--- src/rtl/adder_share_arb.sv ---
// -----------------------------------------------------------------------------
// adder_share_arb
//
// Round-robin arbiter and sequencer that time-shares one 32-bit carry-select
// adder (csa32) among NREQ requesters. A requester is granted in IDLE, its
// operands are added in ADD, and the sum is presented tagged with the
// requester ID in RESP until the downstream accepts it.
//
// Optional build macro: ADDER_SAT_EN
//   defined   -> signed saturation of the sum before it is registered
//   undefined -> plain modulo-2^32 wrap-around, no saturation logic built
//
// Parameters:
//   NREQ       number of requesters (2..8)
//   IDW        requester ID width, derived as $clog2(NREQ)
//
// Ports:
//   clk        rising-edge clock
//   rst        asynchronous, active-high reset
//   req_valid  [NREQ]     per-requester operand valid
//   req_ready  [NREQ]     per-requester accept, one-hot or zero, IDLE only
//   req_a      [32*NREQ]  operand A, requester i at [32*i +: 32]
//   req_b      [32*NREQ]  operand B, same packing
//   rsp_valid             sum valid, held until rsp_ready
//   rsp_ready             downstream accepts sum
//   rsp_sum    [32]       sum result
//   rsp_id     [IDW]      requester that owns rsp_sum
// -----------------------------------------------------------------------------

// Carry-select adder: the upper half is precomputed for both carry values
// and selected by the carry out of the lower half.
module csa32 (
    input  logic [31:0] a,
    input  logic [31:0] b,
    input  logic        cin,
    output logic [31:0] sum,
    output logic        cout
);
    logic [16:0] lo;
    logic [16:0] hi0;
    logic [16:0] hi1;

    assign lo   = {1'b0, a[15:0]}  + {1'b0, b[15:0]} + {16'b0, cin};
    assign hi0  = {1'b0, a[31:16]} + {1'b0, b[31:16]};
    assign hi1  = {1'b0, a[31:16]} + {1'b0, b[31:16]} + 17'd1;
    assign sum  = {(lo[16] ? hi1[15:0] : hi0[15:0]), lo[15:0]};
    assign cout = lo[16] ? hi1[16] : hi0[16];
endmodule

module adder_share_arb #(
    parameter  int NREQ = 4,
    localparam int IDW  = $clog2(NREQ)
) (
    input  logic                 clk,
    input  logic                 rst,
    input  logic [NREQ-1:0]      req_valid,
    output logic [NREQ-1:0]      req_ready,
    input  logic [32*NREQ-1:0]   req_a,
    input  logic [32*NREQ-1:0]   req_b,
    output logic                 rsp_valid,
    input  logic                 rsp_ready,
    output logic [31:0]          rsp_sum,
    output logic [IDW-1:0]       rsp_id
);

    typedef enum logic [1:0] {
        IDLE = 2'd0,
        ADD  = 2'd1,
        RESP = 2'd2
    } state_t;

    state_t         state;
    logic [IDW-1:0] rr_ptr;
    logic [IDW-1:0] id_r;
    logic [31:0]    op_a;
    logic [31:0]    op_b;

    logic           gnt_found;
    logic [IDW-1:0] gnt_idx;
    logic [31:0]    add_sum;
    logic [31:0]    add_result;
    logic           unused_cout;

    // Search upward from rr_ptr, wrapping modulo NREQ; the first valid wins.
    // NOTE: combinational blocks use blocking '=' and assign every output a
    // default first, so no latch is inferred and later lines see earlier ones.
    always_comb begin
        gnt_found = 1'b0;
        gnt_idx   = '0;
        for (int i = 0; i < NREQ; i++) begin
            if (!gnt_found && req_valid[(int'(rr_ptr) + i) % NREQ]) begin
                gnt_found = 1'b1;
                gnt_idx   = IDW'((int'(rr_ptr) + i) % NREQ);
            end
        end
    end

    // Accept is combinational in IDLE so the handshake completes in the grant
    // cycle; held low while reset is asserted.
    always_comb begin
        req_ready = '0;
        if (state == IDLE && !rst && gnt_found) begin
            req_ready[gnt_idx] = 1'b1;
        end
    end

    csa32 u_csa32 (
        .a    (op_a),
        .b    (op_b),
        .cin  (1'b0),
        .sum  (add_sum),
        .cout (unused_cout)
    );

`ifdef ADDER_SAT_EN
    // Signed overflow: both operands share a sign that the sum does not.
    always_comb begin
        add_result = add_sum;
        if ((op_a[31] == op_b[31]) && (add_sum[31] != op_a[31])) begin
            add_result = op_a[31] ? 32'h8000_0000 : 32'h7FFF_FFFF;
        end
    end
`else
    assign add_result = add_sum;
`endif

    // NOTE: state uses non-blocking '<=' so every register samples pre-edge
    // values; all registers here are small flops, so all take the async reset.
    always_ff @(posedge clk or posedge rst) begin
        if (rst) begin
            state     <= IDLE;
            rr_ptr    <= '0;
            id_r      <= '0;
            op_a      <= '0;
            op_b      <= '0;
            rsp_valid <= 1'b0;
            rsp_sum   <= '0;
            rsp_id    <= '0;
        end else begin
            case (state)
                IDLE: begin
                    if (gnt_found) begin
                        op_a   <= req_a[32*gnt_idx +: 32];
                        op_b   <= req_b[32*gnt_idx +: 32];
                        id_r   <= gnt_idx;
                        rr_ptr <= (int'(gnt_idx) == NREQ - 1) ? '0 : gnt_idx + 1'b1;
                        state  <= ADD;
                    end
                end
                ADD: begin
                    rsp_sum   <= add_result;
                    rsp_id    <= id_r;
                    rsp_valid <= 1'b1;
                    state     <= RESP;
                end
                RESP: begin
                    // Return to IDLE first; any pending request is granted
                    // in the following IDLE cycle.
                    if (rsp_ready) begin
                        rsp_valid <= 1'b0;
                        state     <= IDLE;
                    end
                end
                default: state <= IDLE;
            endcase
        end
    end

endmodule

--- config.mk ---
export PLATFORM = sky130hd
export DESIGN_NAME = adder_share_arb
export DESIGN_NICKNAME = d
export VERILOG_FILES = /design/src/rtl/adder_share_arb.sv
export SDC_FILE = /design/constraint.sdc
export NUM_CORES = 1
export LEC_CHECK = 0
export BUFFER_PORTS_ARGS = -buffer_cell sky130_fd_sc_hd__buf_2
export CORE_MARGIN = 2
export CORE_UTILIZATION = 49
export DETAILED_ROUTE_END_ITERATION = 16
export PLACE_DENSITY = 0.81
export SKIP_LAST_GASP = 1
export SLEW_MARGIN = 10
export SYNTH_ARGS = -nofsm -noshare
export SYNTH_HDL_FRONTEND = slang
export SYNTH_SLANG_ARGS = --single-unit
--- constraint.sdc ---
create_clock -name clk -period 4.4 [get_ports clk]
set_input_delay 0.44 -clock clk [delete_from_list [all_inputs] [get_ports clk]]
set_output_delay 0.44 -clock clk [all_outputs]
set_load 0.005 [all_outputs]
==> results of run 1 <==
## cells by family after synthesis
group	Yosys count	share of synthesized area, %
XOR/XNOR	35	4.06
AND/OR/NAND/NOR	562	31.1
flip-flops	105	34.8
AO/OA/AOI/OAI	243	18.8
buffers and inverters	79	3.93
multiplexers	6	0.845
adder cells (fa/ha/maj)	38	6.50
## layout by cell type, fill, tap and decap left out, types with 17 or more instances in the layout
master and count:
nor2_1 20, xor2_1 18, ha_1 36, nand2_1 430
nand3_1 71, o21ai_0 168, buf_2 301, a21oi_1 18
xnor2_1 17, dfrtp_1 105
## worst min-delay path by stage
stage	to	slack [ns]	cells after the start
2_1_floorplan	id_r[0]$_DFFE_PP0P_	0.45	2
3_3_place_gp	rsp_sum[18]$_DFFE_PP0P_	0.45	2
4_1_cts	op_b[3]$_DFFE_PP0P_	0.28	2
5_1_grt	rsp_sum[9]$_DFFE_PP0P_	0.31	2
3_5_place_dp	rsp_sum[14]$_DFFE_PP0P_	0.47	2
6_report	rsp_sum[9]$_DFFE_PP0P_	0.24	2
## state kept, by name, summed over array words and instances (netlist names)
signal	cells
op_a	32
op_b	32
rsp_sum	32
id_r	2
rr_ptr	2
rsp_id	2
state	2
rsp_valid	1
## per-layer routing
| metal | track usage, % | vias up |
|---|---|---|
| met5 | 0 | - |
| met4 | 7.89 | 0 |
| met3 | 2.50 | 28 |
| met2 | 42.7 | 240 |
| met1 | 35.8 | 3649 |
| li1 | - | 4097 |
## report_power, final
group / internal, mW / total (mW) / switching (mW)
Sequential: 1.48 / 1.78 / 0.308
Clock: 0.530 / 0.882 / 0.352
Combinational: 1.84 / 4.73 / 2.88
## final cells by class
class | count | area (sq um)
fillers | 1406 | 5660
multi-input cells | 884 | 4660
flip-flops and latches | 105 | 2630
repair buffers | 310 | 1570
clock buffers | 12 | 256
well taps | 188 | 235
clock inverters | 4 | 75.1
inverters | 16 | 65.1
## through the flow
| stage | std cells | hold slack [ns] |
|---|---|---|
| 6_report | 1519 | 0.235 |
| 5_1_grt | 1519 | 0.310 |
| 4_1_cts | 1519 | 0.276 |
| 3_5_place_dp | 1503 | 0.465 |
| 3_3_place_gp | 1503 | 0.455 |
| 2_1_floorplan | 1068 | 0.446 |
==> results list, run 1 <==
* Fin area: about 9500 sq um
- Total congestion overflow: 0
- Worst path arrival time: about 3.4 ns
- Walking the worst path, the cells encountered are ha_1, inv_1, fa_1, nand2b_1, a21oi_2, o211ai_1, a32o_1, a211oi_2, and3_4, and4_4, mux2i_1, a211o_1.
- Post-detailed-route DRC marker count: 0
- For this block, the routed nets add up to 21300 microns of wire.
* Final-layout setup total negative slack: 0 ns
* Clock insertion delay at the later pin of the skew report: around 0.34 ns
- Routability-driven placement finished with a final weighted congestion of 0.882.
- VDD sags by at most approximately 400 uV.
* Antenna diode instance count: 0
* Post-route clock period utilization: between 70% and 80%
- For the worst setup path, the data required time is 4.63 ns.
* Dominant cells by area after synthesis: dfrtp_1, nand2_1, o21ai_0
- Antenna Violating Nets Remaining: 0
- Wire length of the first global-routing pass: 34300 microns
* Unrepaired setup endpoints after global routing: no
* Minimum setup slack in the final design: ~1.2 ns
- Effective utilization at floorplan: approximately half
- Layout cells sized above 1: between 20% and 30%
* Pin count of the biggest net entering global routing: 92
- Pin placement for this block handled around 300 I/O pins.
* Library cell used as clock root buffer: clkbuf_16
* Number of buffers added by the clock tree synthesis step: 9
* Die Height: between 100 and 150 microns
- Number of synthesized register bits: around 110
* Count of final max-slew check failures: 0
- During placement, the flow inserted port buffers numbering between 300 and 400.
- Most numerous cell in the Yosys netlist: nand2_1
- Slowest CP cell: fa_1
- Worst Setup Path Type: reg -> reg
* Vias in the first global route: roughly 7200
- Cell depth of the worst flop-to-flop path: 12
* Normalized max-slew margin: between 40% and 50%
- Destination of the critical timing path: rsp_sum[31]$_DFFE_PP0P_
- PwrDens: 779 nW/um^2
- Die area: 16400 sq um
- TritonCTS clock tree: yes
- The routed design uses a little under 10000 microns of met2 wire.
* Clock slew at reported path FFs: around 0.070 ns
- Final hold violation count: 0
* Worst Tran Pin Value: 0.794 ns
- Estimated wirelength of the detail-placed design: between 15000 and 20000 microns
* Width of the die: around 130 microns
* Net count reported at finish: between 1500 and 2000
- In the detailed route, the total length drawn on met3 is between 1000 and 1500 microns.
* Reg2Reg Setup Slack: roughly 1.2 ns
* Global router's overall resource usage: between 20% and 30%
* Max-cap violation count: 0
- OpenSTA, run right after detailed placement, puts the worst setup slack at 1.24 ns.
* Max Clock Freq: 314 MHz
* Clock sink count: 105
- Number of failing setup endpoints in the final timing report: 0
- In the synthesized netlist, the cells that appear most often are nand2_1, o21ai_0, dfrtp_1.
- The most critical setup path has its startpoint at op_a[0]$_DFFE_PP0P_.
- Largest buffer count on any clock path: 2
- Largest stage delay on the critical path: between 0.3 and 0.4 ns
- Critical path depth: 12
- Counting distinct cell types in the post-synthesis netlist gives between 50 and 60.
- The worst setup path is captured at a register.
* Dominant cell type by area after synthesis: dfrtp_1
- Buffers plus inverters on the worst setup path: 1
- For this block, the initial DRC count from the detailed router was ~470.
- The most used flip-flop cell after synthesis is dfrtp_1.
* Core utilization of the finished layout: 62.7%
- Counting flops with a built-in enable in the synthesized netlist gives 0.
- Setup repair bufs after CTS: 0
- Time the final worst path needs with I/O delays and setup: between 3 and 4 ns
* Antenna violations before repair: 0
- Synthesis produced a netlist with a net count of ~1400.
- Of all flip-flops after synthesis, the portion carrying an async set or reset was between 90% and 100%.
- FF-to-FF Start: op_a[0]$_DFFE_PP0P_
- For this run, the number of Yosys warnings is 0.
- The first detailed-routing pass ran for 5 iterations.
- Area fraction of the dominant cell type after synthesis: 34.8%
- The total area inside the core boundary comes to roughly 15000 sq um.
- Grouping stages by cell kind, the critical path spends the most delay in compound AO/OA/AOI/OAI gates.
* Mean routed wirelength per cell: ~14 microns
- Register area share after synthesis: between 30% and 40%
* Standard-cell row count: 45
* Area overhead of the layout relative to synthesis: 25.7%
- Path category of the worst min-delay check: in -> async
* Static leakage: approximately 5.0 nW
* Count of cells resized by post-cts repair: 0
- Max layer used: met4
* R2R Path End: rsp_sum[31]$_DFFE_PP0P_
* Top fanout value on the critical path: 6
- Final Total Pwr: between 7 and 8 mW
* Placed instance area: around 9000 sq um
- In this run the cell area of the synthesized design comes to approximately 7600 sq um.
- In the routed layout, each cell is associated on average with a via count of 5.28.
- Clock tree skew after final layout: around 0.0084 ns
* Via count of the routed design: between 8000 and 9000
* Type of element launching the critical path: register
- The run finished with clean final reports.
- Each instance of the synthesized netlist takes up on average ~7.1 sq um.
- Hold repair after CTS inserted 0 buffers.
- Htree depth: 3
- Routed metal-1 wirelength: between 9000 and 10000 microns
- In the synthesized netlist, the number of instances is around 1100.
No activity file was read; power rests on OpenSTA's default activity.
==> inputs of run 2 (changes only) <==
--- a/config.mk
+++ b/config.mk
@@ -7,9 +7,9 @@
 export LEC_CHECK = 0
 export BUFFER_PORTS_ARGS = -buffer_cell sky130_fd_sc_hd__buf_2
 export CORE_MARGIN = 2
-export CORE_UTILIZATION = 49
+export CORE_UTILIZATION = 45
 export DETAILED_ROUTE_END_ITERATION = 16
-export PLACE_DENSITY = 0.81
+export PLACE_DENSITY = 0.78
 export SKIP_LAST_GASP = 1
 export SLEW_MARGIN = 10
 export SYNTH_ARGS = -nofsm -noshare
==> constraint.sdc (replaced) <==
create_clock -name clk -period 2.8 [get_ports clk]
set_input_delay 0.28 -clock clk [delete_from_list [all_inputs] [get_ports clk]]
set_output_delay 0.28 -clock clk [all_outputs]
set_load 0.005 [all_outputs]
==> results list, run 2 (synthesized netlist as in run 1, its figures left out) <==
* Result of the run: finished, violations left
* Failing checks: negative setup slack
- Cell depth of the worst flop-to-flop path: 11 (-1)
- The post-detailed-route via-to-cell ratio came to 5.13 (-2.8%).
- Global router's overall resource usage: 24.6% (-1.1 points)
- Clock insertion delay at the later pin of the skew report: 0.36 ns (+0.02 ns)
- Post-detailed-route DRC marker count: 0 (unchanged)
- Pin count of the biggest net entering global routing: 99 (+7.6%)
* Final Total Pwr: 12.9 mW (+75%)
- Kind of capture point of the worst setup path: register
- Leaving out fill and tap cells, the most frequent cell in the layout is nand2_1.
- The core area was 16500 sq um (+8.7%).
- Total wire length: 22500 microns (+5.7%)
- The clock group share of total power is 11.2% (-0.7 points).
- The deepest level of the CTS H-tree was 3 (unchanged).
- The instance count after placement with tap cells included came to 1572 (+4.6%).
- Minimum setup slack in the final design: -0.209 ns (-1.42 ns)
* Internal Power: 7.00 mW (+82%)
* Standard-cell row count: 47 (+4.4%)
- The largest registers in the layout are op_a (32), op_b (32), rsp_sum (32).
* Estimated wirelength of the detail-placed design: 16800 microns (+1.9%)
- Layout cells sized above 1: 30.3% (+3.8 points)
- The area of the multi-input gates came to 4760 sq um (+2.1%).
- Normalized max-slew margin: 42.4% (-4.7 points)
* Net count reported at finish: 1677 (+3.1%)
- The worst hold path was traced through 2 stages.
- Effective utilization at floorplan: 45.9% (-4.0 points)
- The ratio of total power to cell area is 1280 nW/um^2 (+64%).
- Worst Setup Path Type: reg -> reg
- The worst vdd rail ir drop is 605 uV (+55%).
- Worst Tran Pin Value: 0.858 ns (+0.0648 ns)
* Path category of the worst min-delay check: in -> reg
- The post-route clock skew came to 0.00585 ns (-0.00250 ns).
- Type of element launching the critical path: register
- Top fanout value on the critical path: 3 (-3)
- Port buffer count: 301 (unchanged)
* Sequential share of power: 21.8% (-2.3 points)
- The number of inserted filler cells in the final layout was 1515 (+7.8%).
- The vertical extent of the die is 134 microns (+4.2%).
- Final hold violation count: 0 (unchanged)
- Max-cap violation count: 0 (unchanged)
- Antenna violations before repair: 0 (unchanged)
- The total I/O pin count is 302 (unchanged).
* Sw Ratio: 45.9% (-2.1 points)
- Width of the die: 134 microns (+4.2%)
- Vias in the first global route: 7633 (+5.9%)
* Via count of the routed design: 8209 (+2.4%)
* Area occupied by registers: 2630 sq um (unchanged)
- Time the final worst path needs with I/O delays and setup: 3.01 ns (-0.179 ns)
- The number of iterations in the first detailed-routing pass came to 5 (unchanged).
- Data required time at the worst endpoint: 3.04 ns (-1.59 ns)
- The final worst-path cycle share is 107% (+35 points).
- Clock slew at reported path FFs: 0.07 ns (about the same)
- The mean routed wirelength per cell came to 14.0 microns (+0.26%).
- Number of buffers added by the clock tree synthesis step: 9 (unchanged)
* Final-layout setup total negative slack: -0.721 ns (-0.721 ns)
- The wire length of the first global-routing pass came to 35700 microns (+4.0%).
- The total overflow reported by the global router is 0 (unchanged).
- Antenna diode instance count: 0 (unchanged)
- The starting DRC count in detailed routing was 386 (-17%).
- Leaving out fill and tap cells, the most frequent cells in the layout are nand2_1, buf_2, o21ai_0.
* Combinational share of power: 67.0% (+3.1 points)
- Largest buffer count on any clock path: 2 (unchanged)
- The clock sink count was 105 (unchanged).
* Area overhead of the layout relative to synthesis: 33.9%
* Number of failing setup endpoints in the final timing report: 7 (+7)
- Static leakage: 5.30 nW (+6.0%)
- Antenna Violating Nets Remaining: 0 (unchanged)
- The final standard cell count with taps included and fillers excluded was 1601 (+5.4%).
- Count of final max-slew check failures: 0 (unchanged)
- The worst slack at placement is -0.232 ns (-1.47 ns).
- Die area: 17800 sq um (+8.6%)
- TritonCTS clock tree: yes
- CTS placed an instance of clkbuf_16 at the clock tree root.
- Unrepaired setup endpoints after global routing: yes
- Worst path arrival time: 3.25 ns (-0.17 ns)
- Routability Congestion: 0.894 (+1.3%)
- Sw power: 5.93 mW (+67%)
* Max Clock Freq: 332 MHz (+6.0%)
[run 2: changes by cell type in the layout (fill, tap and decap cells not counted), moves of 3 or more]
cell / before / now
o21ai_0: 168 / 164
o21ai_1: 3 / 7
buf_12: 0 / 8
buf_4: 9 / 49
clkinv_2: 0 / 3
[run 2: power by group through the flow]
stage	registers [mW]	clock network (mW)	logic, mW
after floorplan	2.71	0	5.53
after global placement	2.79	0	8.05
after global routing	2.90	1.54	9.71
after detailed placement	2.83	0	8.21
after CTS	2.81	1.49	8.41
final	2.81	1.45	8.67
[run 2: worst max-delay path, stage by stage (launching register included)]
cell      delay [ns]
dfrtp_1         0.38
ha_2            0.20
fa_2            0.35
a211o_1         0.36
a2111o_1        0.43
o311ai_4        0.12
nand4_4         0.15
nor3_4          0.15
and3_4          0.20
and4_4          0.22
mux2i_1         0.08
a211o_1         0.26
[run 2: through the flow]
step	util, %	cell area, sq um	hold WS [ns]
detailed placement	58.2	9580	0.271
global route	61.4	10100	0.140
floorplan	-	7550	0.387
CTS	60.7	10000	0.134
finish	61.4	10100	0.148
global placement	58.2	9580	0.269
[run 2: path summary, 6_finish.rpt]
kind                       slack (ns)                      end                     from
min in group asynchronous        0.44     state[1]$_DFFE_PP0P_                      rst
hold / removal                   0.15     state[1]$_DFFE_PP0P_                rsp_ready
hold reg to reg                  0.48  rsp_sum[10]$_DFFE_PP0P_  rsp_sum[10]$_DFFE_PP0P_
max in group asynchronous        1.58     op_a[23]$_DFFE_PP0P_                      rst
setup / recovery                -0.21  rsp_sum[31]$_DFFE_PP0P_     op_a[16]$_DFFE_PP0P_
setup reg to reg                -0.21  rsp_sum[31]$_DFFE_PP0P_     op_a[16]$_DFFE_PP0P_
[run 2: cell type report]
class	instances	area share, %
clock inverter	6	1.04
multi-input combinational	885	47.0
timing repair buffer	359	20.2
tap	220	2.72
inverter	16	0.656
sequential	105	26.0
clock buffer	10	2.36
[run 2: per-layer routing]
metal  GRT usage [%]  vias to the layer above  share of wire [%]
li1                -                     4196                  -
met1            31.1                     3749                 43
met2            43.9                      244                 51
met3            4.38                       20                4.8
met4            5.67                        0                1.2
met5               0                        -                  0
[run 2: what timing repair did]
action,4_1_cts,5_1_grt
cloned,0,1
hold buffers,1,0
setup endpoints to repair,9,16
pin swaps,3,12
resized for setup,14,13
hold endpoints to repair,7,0
buffers inserted,3,9
==> inputs of run 3 (changes only) <==
--- a/config.mk
+++ b/config.mk
@@ -10,6 +10,7 @@
 export CORE_UTILIZATION = 45
 export DETAILED_ROUTE_END_ITERATION = 16
 export PLACE_DENSITY = 0.78
+export REMOVE_ABC_BUFFERS = 1
 export SKIP_LAST_GASP = 1
 export SLEW_MARGIN = 10
 export SYNTH_ARGS = -nofsm -noshare
==> results list, run 3 (synthesized netlist as in run 1, its figures left out) <==
- Result of the run: finished, violations left
* Failing checks: negative setup slack
- Worst path arrival time: 3.21 ns (-0.04 ns)
- Sw Ratio: 46.2% (+0.36 points)
* Clock slew at reported path FFs: 0.07 ns (about the same)
- The count of nets after finishing is 1669 (-0.48%).
- Avg Vias per Cell: 5.03 (-1.8%)
- The share of cells above drive strength 1 is 29.6% (-0.62 points).
- Hold Crit Start: rsp_ready
* Placed instance area: 9480 sq um (-1.0%)
* Number of failing setup endpoints in the final timing report: 6 (-1)
* Total congestion overflow: 0 (unchanged)
* Via count of the routed design: 8020 (-2.3%)
- Fin area: 9950 sq um (-1.6%)
* Post-route clock period utilization: 106% (-1.7 points)
* Top library cells by usage in the layout, fill and taps aside: nand2_1, buf_2, o21ai_0
* Post-detailed-route DRC marker count: 0 (unchanged)
- The share of the core filled with cells is 60.4% (-1.0 points).
- Cell depth of the worst flop-to-flop path: 11 (unchanged)
* Antenna diode instance count: 0 (unchanged)
* Mean routed wirelength per cell: 12.8 microns (-9.0%)
* Htree depth: 3 (unchanged)
- Registers with the highest flip-flop counts: op_a (32), op_b (32), rsp_sum (32)
* Worst IR Drop VDD: 1180 uV (+95%)
* Port buffer count: 301 (unchanged)
- Minimum setup slack in the final design: -0.162 ns (+0.0468 ns)
- Final hold violation count: 0 (unchanged)
- The depth of the worst hold-timing path was 2 (unchanged).
- PwrDens: 1250 nW/um^2 (-2.1%)
* Area overhead of the layout relative to synthesis: 31.7%
- Count of final max-slew check failures: 0 (unchanged)
* Unrepaired setup endpoints after global routing: yes
- FF-to-FF Start: op_a[16]$_DFFE_PP0P_
* Combinational share of power: 67.9% (+0.9 points)
* Dpl cells: 1566 (-0.38%)
- The post-route clock skew was 0.00681 ns (+0.000959 ns).
- Effective utilization at floorplan: 45.9% (unchanged)
- The met2 wirelength from detailed routing came to 9710 microns (-15%).
- Wire length of the first global-routing pass: 34400 microns (-3.7%)
* Clock sink count: 105 (unchanged)
* Most common cell after layout, fill and taps aside: nand2_1
- Width of the die: 134 microns (unchanged)
- Path category of the worst min-delay check: in -> reg
- The starting DRC count in detailed routing was 340 (-12%).
- The slew of the pin with the lowest slew margin came to 0.887 ns (+0.0284 ns).
- The leakage dissipation was 5.21 nW (-1.6%).
- The net switching component of the power came to 5.76 mW (-2.9%).
* Largest buffer count on any clock path: 2 (unchanged)
- The total wirelength of the detailed-routed design was 20300 microns (-9.4%).
* Top fanout value on the critical path: 3 (unchanged)
* Die area: 17800 sq um (unchanged)
- Global router's overall resource usage: 23.3% (-1.3 points)
* Met3 wire length: 976 microns (-9.5%)
- The core area is 16500 sq um (unchanged).
* Routed metal-1 wirelength: 9080 microns (-6.6%)
* Internal Power: 6.69 mW (-4.3%)
- The last weighted congestion value of the routability-driven placer came to 0.882 (-1.3%).
- Max layer used: met4
- Clock share of power: 10.1% (-1.1 points)
- The final standard cell count with taps included and fillers excluded came to 1593 (-0.50%).
* Number of buffers added by the clock tree synthesis step: 9 (unchanged)
- The worst slack at placement was -0.278 ns (-0.0462 ns).
* Max-cap violation count: 0 (unchanged)
- Max Clock Freq: 338 MHz (+1.6%)
- R2R Path End: rsp_sum[31]$_DFFE_PP0P_
- Type of element launching the critical path: register
* Kind of capture point of the worst setup path: register
* Reg2Reg Setup Slack: -0.16 ns (+0.05 ns)
- The vertical extent of the die is 134 microns (unchanged).
- Estimated wirelength of the detail-placed design: 15400 microns (-8.4%)
- Vias in the first global route: 7591 (-0.55%)
* IO Count: 302 (unchanged)
- Pin count of the biggest net entering global routing: 132 (+33%)
- Standard-cell row count: 47 (unchanged)
- TritonCTS built the clock tree.
* Data required time at the worst endpoint: 3.04 ns (about the same)
* Worst Setup Path Type: reg -> reg
- Normalized max-slew margin: 40.5% (-1.9 points)
- The insertion delay of the later-clocked pin in the worst-skew pair came to 0.36 ns (about the same).
- The clock period minus worst slack was 2.96 ns (-0.0468 ns).
* DR pass1 iterations: 5 (unchanged)
* Antenna Violating Nets Remaining: 0 (unchanged)
- For hold timing, the worst endpoint is state[1]$_DFFE_PP0P_.
- The initial antenna violation count is 0 (unchanged).
- Library cell used as clock root buffer: clkbuf_16
- The proportion of power drawn by flip-flops and latches came to 22.1% (+0.3 points).
==> run 3: worst max-delay path: stages (launching register included) <==
cell      delay [ns]
dfrtp_1         0.38
ha_2            0.20
fa_2            0.34
a211o_1         0.31
a2111o_1        0.41
o311ai_4        0.12
nand4_4         0.15
nor3_4          0.16
and3_4          0.21
and4_4          0.22
mux2i_1         0.07
a211o_1         0.26
==> run 3: layer usage <==
metal  up-vias  global-route usage [%]
li1       4175                       -
met1      3605                    29.8
met2       205                    39.3
met3        35                    4.76
met4         0                    8.16
met5         -                       0
==> run 3: power by group through the flow <==
stage	Combinational, mW	Sequential (mW)	Clock, mW
3_5_place_dp	8.00	2.77	0
2_1_floorplan	5.51	2.72	0
6_report	8.45	2.75	1.25
4_1_cts	8.25	2.75	1.28
5_1_grt	9.54	2.86	1.35
3_3_place_gp	7.76	2.74	0
==> run 3: layout make-up <==
| type | count | area (sq um) |
|---|---|---|
| fillers | 1497 | 6520 |
| clock buffers | 11 | 233 |
| inverters | 16 | 65.1 |
| well taps | 220 | 275 |
| multi-input cells | 884 | 4750 |
| clock inverters | 5 | 56.3 |
| flip-flops and latches | 105 | 2630 |
| repair buffers | 352 | 1950 |
==> run 3: stage by stage <==
step           TNS, ns  hold WS (ns)  power (mW)
3_5_place_dp    -0.910         0.383        10.8
6_report        -0.475         0.137        12.4
3_3_place_gp    -0.322         0.382        10.5
4_1_cts         -0.188         0.125        12.3
2_1_floorplan  -272.79         0.387        8.23
5_1_grt          -1.46         0.117        13.7
==> run 3: timing repair <==
| action | in CTS | in global routing |
|---|---|---|
| pin swaps | 2 | 9 |
| gates cloned | 0 | 0 |
| endpoints found under the setup margin | 9 | 15 |
| hold buffers | 1 | 0 |
| hold endpoints to repair | 24 | 0 |
| buffers inserted | 4 | 6 |
| gates resized for setup | 12 | 14 |
==> run 3: how the worst max path moves through the flow <==
stage	from	end	slack, ns	depth (start not counted)
3_5_place_dp	op_a[16]$_DFFE_PP0P_	rsp_sum[31]$_DFFE_PP0P_	-0.28	11
4_1_cts	op_a[16]$_DFFE_PP0P_	rsp_sum[31]$_DFFE_PP0P_	-0.15	11
5_1_grt	op_a[16]$_DFFE_PP0P_	rsp_sum[31]$_DFFE_PP0P_	-0.25	11
3_3_place_gp	op_a[16]$_DFFE_PP0P_	rsp_sum[31]$_DFFE_PP0P_	-0.20	11
2_1_floorplan	rr_ptr[1]$_DFFE_PP0P_	req_ready[3]	-3.67	6
6_report	op_a[16]$_DFFE_PP0P_	rsp_sum[31]$_DFFE_PP0P_	-0.16	11
